===== config.mk =====
export PLATFORM = sky130hd
export DESIGN_NAME = mux_2to1
export DESIGN_NICKNAME = d
export VERILOG_FILES = /design/src/rtl/mux_pkg.sv /design/src/rtl/mux2_bit.sv /design/src/rtl/mux_2to1.sv
export SDC_FILE = /design/constraint.sdc
export NUM_CORES = 1
export LEC_CHECK = 0
export ABC_AREA = 1
export BUFFER_PORTS_ARGS = -buffer_cell sky130_fd_sc_hd__buf_2
export CAP_MARGIN = 20
export CELL_PAD_IN_SITES_DETAIL_PLACEMENT = 0
export CELL_PAD_IN_SITES_GLOBAL_PLACEMENT = 1
export CORE_ASPECT_RATIO = 0.5
export CORE_MARGIN = 2
export CORE_UTILIZATION = 24
export CTS_CLUSTER_DIAMETER = 30
export CTS_CLUSTER_SIZE = 8
export DETAILED_ROUTE_END_ITERATION = 12
export PLACE_DENSITY_LB_ADDON = 0.15
export SETUP_SLACK_MARGIN = 0.05
export SLEW_MARGIN = 20
export SYNTH_ARGS = -nofsm -noshare
export SYNTH_HDL_FRONTEND = slang
export SYNTH_SLANG_ARGS = --single-unit

===== constraint.sdc =====
create_clock -name clk -period 0.8 [get_ports clk]
set_clock_uncertainty 0.1 [all_clocks]
set_input_delay 0.04 -clock clk [delete_from_list [all_inputs] [get_ports clk]]
set_output_delay 0.04 -clock clk [all_outputs]
set_load 0.02 [all_outputs]

===== src/rtl/mux_pkg.sv =====
// Shared constants and types for the bus-wide 2:1 mux and its optional select counter.
package mux_pkg;

    localparam logic MUX_SEL_IN0 = 1'b0;
    localparam logic MUX_SEL_IN1 = 1'b1;
    localparam int   SEL_COUNT_W = 16;

    typedef logic [SEL_COUNT_W-1:0] sel_count_t;

endpackage


===== src/rtl/mux2_bit.sv =====
// Single-bit 2:1 mux slice; the top replicates it once per data bit.
module mux2_bit
    import mux_pkg::*;
(
    output logic out,
    input  logic in0,
    input  logic in1,
    input  logic sel
);

    // An unknown sel propagates X rather than silently picking a side.
    assign out = (sel == MUX_SEL_IN1) ? in1 : in0;

endmodule


===== src/rtl/mux_2to1.sv =====
// Bit-sliced WIDTH-bit 2:1 mux with a combinational output and a load-enabled registered copy.
// Defining MUX2_1_SEL_COUNT_EN adds sel1_count, a saturating count of loads taken with sel=1.
module mux_2to1
    import mux_pkg::*;
#(
    parameter int WIDTH = 64
) (
    input  logic             clk,
    input  logic             reset,
    input  logic [WIDTH-1:0] in0,
    input  logic [WIDTH-1:0] in1,
    input  logic             sel,
    input  logic             load,
    output logic [WIDTH-1:0] out,
    output logic [WIDTH-1:0] out_q,
    output logic             sel_q
`ifdef MUX2_1_SEL_COUNT_EN
    ,
    output logic [SEL_COUNT_W-1:0] sel1_count
`endif
);

    for (genvar i = 0; i < WIDTH; i++) begin : g_bit
        mux2_bit u_bit (
            .out (out[i]),
            .in0 (in0[i]),
            .in1 (in1[i]),
            .sel (sel)
        );
    end

    // ---- registered stage: captures the combinational result on load ----
    always_ff @(posedge clk) begin
        if (reset) begin
            out_q <= '0;
            sel_q <= MUX_SEL_IN0;
        end else if (load) begin
            out_q <= out;
            sel_q <= sel;
        end
    end

`ifdef MUX2_1_SEL_COUNT_EN
    function automatic sel_count_t sat_inc(input sel_count_t v);
        return (v == '1) ? v : sel_count_t'(v + 1'b1);
    endfunction

    sel_count_t count;

    always_ff @(posedge clk) begin
        if (reset) begin
            count <= '0;
        end else if (load && (sel == MUX_SEL_IN1)) begin
            count <= sat_inc(count);
        end
    end

    assign sel1_count = count;
`endif

endmodule


==> results.toml, run 1 <==
[outcome]
outcome = "finished with violations"
violations = "negative hold slack, negative setup slack"

[timing]
slew_headroom = 0.858
drv_slew = 0
grt_setup_unrepaired = "yes"
hold_ws_ns = -0.0880
timing.final.crit_share = 1.17
max_freq_ghz = 1.07
setup_viol = 135
worstMarginPinSlew_ns = 0.213
finalHoldViolations = 64
fin_crit_ns = 0.933
setup_slack_ns = -0.133

[finish]
drive_gt1_frac = 0.534
antennaDiodeCount = 0
area_growth_pct = 76.4
nets = 1019
finalCoreUtilization = 0.432
final_common_cell = "nand2_1"
layout_common_cells = "nand2_1 (178), buf_6 (133), buf_2 (129), nor2_1 (107), dfxtp_2 (65)"
design_area_mm2 = 0.00704

[drt]
met3_wirelength_um = 746
initialDrtViolationCount = 125
m1WireLength_mm = 6.14
vias = 4457
drc = 0
routedWlPerCell_um = 12.4
wl_mm = 13.8
dr.pass1.iters = 4
met2_wirelength_mm = 6.81
ant_nets = 0
routed.top_layer = "met4"
vias_per_cell = 3.98

[clocking]
cts_tree = "built"
clock_latency_ns = 0.32
clkTransAtPathRegs_ns = 0.05
clkSinkCount = 65
numCtsBuffers = 9
clockRootBuffer = "clkbuf_16"
cts-htree-levels = 3
cts_buffer_depth = 2

[synth]
yosysWarnings = 0
synth_nets = 811
syn_area_per_cell_um2 = 5.88
ys_types = 10
ys_seq_area_frac = 0.326
yosysTopAreaCell = "dfxtp_1"
ys_ff_latch = 65
synthCells = 679
netlist.area_leader.share = 0.326
netlist_area_mm2 = 0.00399
synth_area_leaders = "dfxtp_1 (33%), nand2_1 (24%), buf_4 (14%)"

[grt]
track_usage = 0.140
grt_max_degree = 37
grt_pass1_vias = 3921
grt_pass1_wl_mm = 19.7
antenna_found_initial = 0
grt_overflow = 0

[floorplan]
io_pins = 261
core_area_mm2 = 0.0163
die_w_um = 186
start_util = 0.245
rows = 33
dieArea_mm2 = 0.0177
die_h_um = 95.2

[place]
gp_congestion = 0.768
place_hpwl_mm = 9.15
dp_worst_setup_slack_ns = -0.140
port-buffer-count = 260
place_area_mm2 = 0.00520

[critical_path]
critPathMaxFanout = 10
worst_setup_path_start_kind = "input port"
cp.required_ns = 0.66
crit_family = "buffers and inverters"
cp_slowest_cell = "clkbuf_16"
crit_chain = "buf_12 -> clkinv_8 -> buf_12 -> clkbuf_16 -> nand2_1 -> nand2_1 -> buf_6"
crit_buf_inv = 5
cp-end-kind = "output port"
arrival_ns = 0.79
path_class = "input port to output port"
critPathMaxStageDelay_ns = 0.17

[power]
p_leak_nw = 4.00
cellPowerDensity_mw_per_mm2 = 1630
ir_drop_mv = 1.14

[run]
drv_cap = 0

[min_path]
hold_class = "input port to flop"
repair_timing:
| item | in CTS | in global routing |
|---|---|---|
| setup buffers | 9 | 5 |
| cloned | 2 | 6 |
| pin swaps | 11 | 41 |
| endpoints found under the setup margin | 129 | 193 |
| resized for setup | 309 | 88 |
| endpoints found under the hold margin | 64 | 62 |
layout make-up:
class | instances | area, um^2
multi-input combinational | 450 | 2130
inverter | 65 | 256
sequential | 65 | 1380
clock inverter | 2 | 35.0
timing repair buffer | 296 | 2680
clock buffer | 14 | 274
fill | 1709 | 9270
tap | 227 | 284
Yosys cell counts, drive strengths merged:
master    n
nand2   256
nor2    128
buf      91
dfxtp    65
inv      65
nand3    64
clkbuf    8
a21oi     1
o21bai    1
through the flow:
| step | std cells | total power, W | TNS, ns |
|---|---|---|---|
| 3_3_place_gp | 1082 | 0.00640 | -13.11 |
| 2_1_floorplan | 679 | 0.00572 | 0 |
| 6_report | 1119 | 0.0115 | -13.68 |
| 4_1_cts | 1109 | 0.0115 | -15.01 |
| 5_1_grt | 1119 | 0.0122 | -18.69 |
| 3_5_place_dp | 1082 | 0.00641 | -14.25 |
cells by family after synthesis:
group,after synthesis,synth area share
DFF,65,0.326
AOI/OAI and AO/OA,2,0.00314
buffers and inverters,164,0.229
and+or+nand+nor,448,0.442
layer usage:
metal / vias up / global-route usage
met4: 0 / 0.0300
met3: 10 / 0.0449
li1: 2376 / -
met1: 1952 / 0.167
met2: 119 / 0.249
met5: - / 0
worst min-delay path, cell delays in order:
cell	delay (ns)
buf_2	0.08
nand2_1	0.05
nand3_1	0.06
nand2_1	0.04
inv_1	0.04
path summary, 6_finish.rpt:
path	depth (start not counted)	from	slack, ns	end
max	7	sel	-0.13	out[31]
min	5	in0[8]	-0.09	out_q[8]
max reg2reg	5	out_q[12]	-0.05	out_q[12]
min reg2reg	2	sel_q	0.43	sel_q
power by group:
group | leakage, nW | switching [W] | internal (W)
Sequential | 0.559 | 0.000176 | 0.00353
Clock | 0.153 | 0.00138 | 0.00266
Combinational | 3.29 | 0.00193 | 0.00182
Total | 4.00 | 0.00348 | 0.00801
sequential cells by signal, indices dropped and copies added, names as in the netlist:
| name | flops |
|---|---|
| out_q | 64 |
| sel_q | 1 |
Note: power is estimated with default switching activity, not from simulation.
==> inputs of run 2 (changes only) <==
Settings changed: SKIP_CTS_REPAIR_TIMING from default to 1.
==> run 2 against run 1 <==
  * The flow still finishes with violations (negative hold slack, negative setup slack)
  * Maximum frequency increased by 0.43%
  * Sequential power about the same
  * Sequential share of layout area decreased by 1.5 points
  * Flip-flop and latch count unchanged
  * Global-route usage decreased by 1.0 points
  * Critical path depth decreased by 6
  * Wire length increased by 5.2%
  * Design area increased by 8.4%
  * Combinational power increased by 9.6%
  * Final cell count unchanged
  * Clock-buffer cell count unchanged
==> results.toml, run 2 (synthesis results as in run 1) <==
[floorplan]
io_pins = 261
die_h_um = 95.2
rows = 33
dieArea_mm2 = 0.0177
die_w_um = 186
core_area_mm2 = 0.0163
start_util = 0.245

[finish]
final.fill_count = 1631
seq_area_mm2 = 0.00138
regMostFlops = "out_q"
nets = 1019
finalCoreUtilization = 0.468
area_growth_pct = 91.2
final_common_cell = "buf_2"
layout_common_cells = "buf_2 (130), buf_6 (129), nor2_1 (107), nand2_1 (100), nand2_2 (81)"
largest_reg_flops = 64
drive_gt1_frac = 0.620
multi_input_area_mm2 = 0.00259
antennaDiodeCount = 0
reg_top3 = "out_q (64), sel_q (1)"

[min_path]
hold_class = "input port to flop"
hp-start = "in0[43]"

[drt]
routedWlPerCell_um = 13.0
vias = 4535
vias_per_cell = 4.05
wl_mm = 14.6
initialDrtViolationCount = 101
dr.pass1.iters = 4
ant_nets = 0
drc = 0

[critical_path]
worstSetupStartpoint = "out_q[51]"
regToRegStartpoint = "out_q[16]"
cp_slowest_cell = "dfxtp_2"
critPathMaxStageDelay_ns = 0.34
path_class = "flop to output port"
cp.required_ns = 0.66
crit_buf_inv = 1
critPathMaxFanout = 2
arrival_ns = 0.79
crit_chain = "buf_6"
worst_setup_path_start_kind = "flop"
cp-end-kind = "output port"
crit_family = "flip-flops"

[grt]
grt_util_met2 = 0.222
grt_pass1_wl_mm = 18.4
use_met1 = 0.159
grtUsageMet3 = 0.0434
grt_busiest_layer = "met2"
track_usage = 0.129
grt_overflow = 0
grt_pass1_vias = 3655
antenna_found_initial = 0
grt_max_degree = 37

[clocking]
clockRootBuffer = "clkbuf_16"
clkSinkCount = 65
clock_latency_ns = 0.32
clkTransAtPathRegs_ns = 0.06
cts-htree-levels = 3
numCtsBuffers = 9
cts_tree = "built"
cts_buffer_depth = 2

[outcome]
outcome = "finished with violations"
violations = "negative hold slack, negative setup slack"

[timing]
fin_crit_ns = 0.929
grt_setup_unrepaired = "yes"
worstMarginPinSlew_ns = 0.200
finalSetupTns_ns = -11.02
setup_slack_ns = -0.129
timing.final.crit_share = 1.16
setup_viol = 126
max_freq_ghz = 1.08
finalHoldViolations = 64
drv_slew = 0
hold_ws_ns = -0.0863
slew_headroom = 0.867

[power]
ir_drop_mv = 1.14
power_w = 0.0119
cellPowerDensity_mw_per_mm2 = 1560
p_leak_nw = 4.33

[place]
place_hpwl_mm = 9.15
gp_congestion = 0.768
port-buffer-count = 260

[run]
drv_cap = 0
[run 2: cell count changes in the layout (fill, tap and decap cells not counted), moves of 4 or more]
cell / delta
buf_12: +5
nand2_2: +21
clkbuf_16: +4
nand2_1: -78
nand2_4: +58
buf_6: -4
buf_4: -7
[run 2: final timing paths]
check / slack, ns / depth (start not counted) / to
max: -0.13 / 1 / out_q[51]
min: -0.09 / 5 / out_q[43]
max reg2reg: -0.03 / 5 / out_q[16]
min reg2reg: 0.43 / 2 / sel_q
[run 2: worst reg2reg max path: cells and delay by family (launching register included)]
kind | cells | cell delay, ns
and+or+nand+nor | 3 | 0.16
buffers and inverters | 2 | 0.16
DFF | 1 | 0.32
[run 2: final cells by class]
| cell class | count | share of cell area |
|---|---|---|
| multi-input combinational | 450 | 0.340 |
| inverter | 65 | 0.0354 |
| timing repair buffer | 295 | 0.363 |
| tap | 227 | 0.0372 |
| clock inverter | 2 | 0.00459 |
| clock buffer | 14 | 0.0359 |
| sequential | 65 | 0.181 |
| timing repair inverter | 1 | 0.00262 |
[run 2: through the flow]
stage          setup slack (ns)  instance area [um^2]  cells
6_report                 -0.129                  7630   1119
5_1_grt                  -0.168                  7630   1119
4_1_cts                  -0.182                  5510   1098
3_5_place_dp             -0.140                  5200   1082
3_3_place_gp             -0.141                  5200   1082
2_1_floorplan            0.0262                  4140    679
[run 2: metal layers]
metal  wire [um]  part of all wire  up-vias
li1            -                 -     2373
met1        6380              0.44     2031
met2        7310              0.50      122
met3         767             0.053        9
met4         102            0.0070        0
met5           0                 0        -
[run 2: where the power goes]
group          internal, W  switching [W]
registers          0.00353       0.000177
clock network      0.00266        0.00140
logic              0.00197        0.00214
==> inputs of run 3 (changes only) <==
Settings changed: CELL_PAD_IN_SITES_DETAIL_PLACEMENT 0 to 1, CELL_PAD_IN_SITES_GLOBAL_PLACEMENT 1 to 2, CORE_UTILIZATION 24 to 18.
==> run 3 against run 2 <==
  * The flow still finishes with violations (negative hold slack, negative setup slack)
  * Global-route usage decreased by 0.32 points
  * Design area decreased by 0.61%
  * Wire length increased by 25%
  * Via count increased by 4.8%
  * Die area increased by 32%
  * Maximum frequency decreased by 1.9%
  * Non-clock buffer count decreased by 2
  * Core utilization decreased by 12 points
  * Sequential share of layout area increased by 0.11 points
  * Combinational power about the same
  * Highest routed layer unchanged
==> results.toml, run 3 (synthesis results as in run 1) <==
[timing]
timing.final.crit_share = 1.18
slew_headroom = 0.803
max_freq_ghz = 1.06
grt_setup_unrepaired = "yes"
fin_crit_ns = 0.947
setup_slack_ns = -0.147
worstMarginPinSlew_ns = 0.296
drv_slew = 0
finalHoldViolations = 64
setup_viol = 132
hold_ws_ns = -0.0771

[drt]
ant_nets = 0
initialDrtViolationCount = 127
wl_mm = 18.2
drc = 0
dr.pass1.iters = 6
vias_per_cell = 3.99
routedWlPerCell_um = 15.3
vias = 4753

[critical_path]
critPathMaxStageDelay_ns = 0.35
r2r_cells = 5
cp-end-kind = "output port"
crit_buf_inv = 1
worst_setup_path_start_kind = "flop"
r2r_setup_slack_ns = -0.05
crit_chain = "buf_6"
cp_slowest_cell = "dfxtp_2"
critPathMaxFanout = 2
arrival_ns = 0.81
regToRegStartpoint = "out_q[2]"
path_class = "flop to output port"
r2r_end = "out_q[2]"
cp.required_ns = 0.66
crit_family = "flip-flops"

[floorplan]
start_util = 0.184
io_pins = 261
rows = 38
dieArea_mm2 = 0.0234
die_w_um = 215
core_area_mm2 = 0.0217
die_h_um = 109

[place]
port-buffer-count = 260
place_hpwl_mm = 11.5
place_inst = 1152
gp_congestion = 0.723

[grt]
grt_pass1_wl_mm = 23.1
grt_max_degree = 48
track_usage = 0.126
grt_pass1_vias = 4559
grt_overflow = 0
antenna_found_initial = 0

[clocking]
cts_tree = "built"
clkTransAtPathRegs_ns = 0.06
clock_latency_ns = 0.33
numCtsBuffers = 9
cts-htree-levels = 3
cts_buffer_depth = 2
clkSinkCount = 65
clockRootBuffer = "clkbuf_16"

[finish]
nets = 1017
largest_reg_flops = 64
area_growth_pct = 90.1
finalCoreUtilization = 0.349
final_common_cell = "buf_6"
regMostFlops = "out_q"
reg_top3 = "out_q (64), sel_q (1)"
drive_gt1_frac = 0.597
layout_common_cells = "buf_6 (132), buf_2 (129), nand2_1 (128), nor2_1 (100), dfxtp_2 (65)"
antennaDiodeCount = 0
fin_cells = 1190

[power]
cellPowerDensity_mw_per_mm2 = 1550
p_leak_nw = 4.25
ir_drop_mv = 0.702

[min_path]
hp-start = "in0[19]"
hold_class = "input port to flop"
worstHoldPathCells = 5
holdPathEnd = "out_q[19]"

[outcome]
violations = "negative hold slack, negative setup slack"
outcome = "finished with violations"

[run]
drv_cap = 0
-- run 3: cell types whose count changed in the layout (fill, tap and decap cells not counted), moves of 2 or more --
cell     change
nor2_4       +2
buf_4        -2
buf_6        +3
nand2_4     -11
buf_12       -3
nor2_1       -7
nand2_2     -17
nor2_2       +5
nand2_1     +28
-- run 3: layout make-up --
class                      instances  area (um^2)
fill                            2670        14100
timing repair buffer             293         2750
multi-input combinational        450         2490
sequential                        65         1380
tap                              300          375
clock buffer                      14          284
inverter                          65          270
timing repair inverter             1         16.3
clock inverter                     2         10.0
-- run 3: worst max-delay path by stage --
stage | startpoint | end | slack [ns] | cells past startpoint
5_1_grt | out_q[43] | out_q[43] | -0.19 | 1
4_1_cts | out_q[31] | out_q[31] | -0.21 | 1
2_1_floorplan | sel | out_q[10] | 0.03 | 7
6_report | out_q[45] | out_q[45] | -0.15 | 1
3_3_place_gp | sel | out[8] | -0.20 | 5
3_5_place_dp | sel | out[8] | -0.20 | 5
-- run 3: through the flow --
| stage | total power [W] | cell area, um^2 | setup WS [ns] | TNS (ns) |
|---|---|---|---|---|
| after global placement | 0.00648 | 5300 | -0.198 | -19.36 |
| final | 0.0117 | 7580 | -0.147 | -11.37 |
| after CTS | 0.0105 | 5590 | -0.208 | -22.59 |
| after detailed placement | 0.00652 | 5300 | -0.203 | -20.52 |
| after floorplan | 0.00572 | 4140 | 0.0262 | 0 |
| after global routing | 0.0125 | 7580 | -0.187 | -16.15 |
-- run 3: layer usage --
| layer | vias up | track usage | wire (um) |
|---|---|---|---|
| met1 | 2288 | 0.140 | 7930 |
| met3 | 7 | 0.0418 | 761 |
| met4 | 0 | 0.0253 | 78 |
| met5 | - | 0 | 0 |
| li1 | 2371 | - | - |
| met2 | 87 | 0.239 | 9410 |
-- run 3: worst reg2reg max path, cell delays in order (launching register included) --
cell and delay (ns):
dfxtp_2 0.33, buf_6 0.11, nor2_4 0.07, nor2_2 0.04
nand2_1 0.06, inv_1 0.04
-- run 3: where the power goes --
part	internal, W	switching, W
clock	0.00243	0.00147
sequential	0.00353	0.000184
combinational	0.00194	0.00219
total	0.00790	0.00384
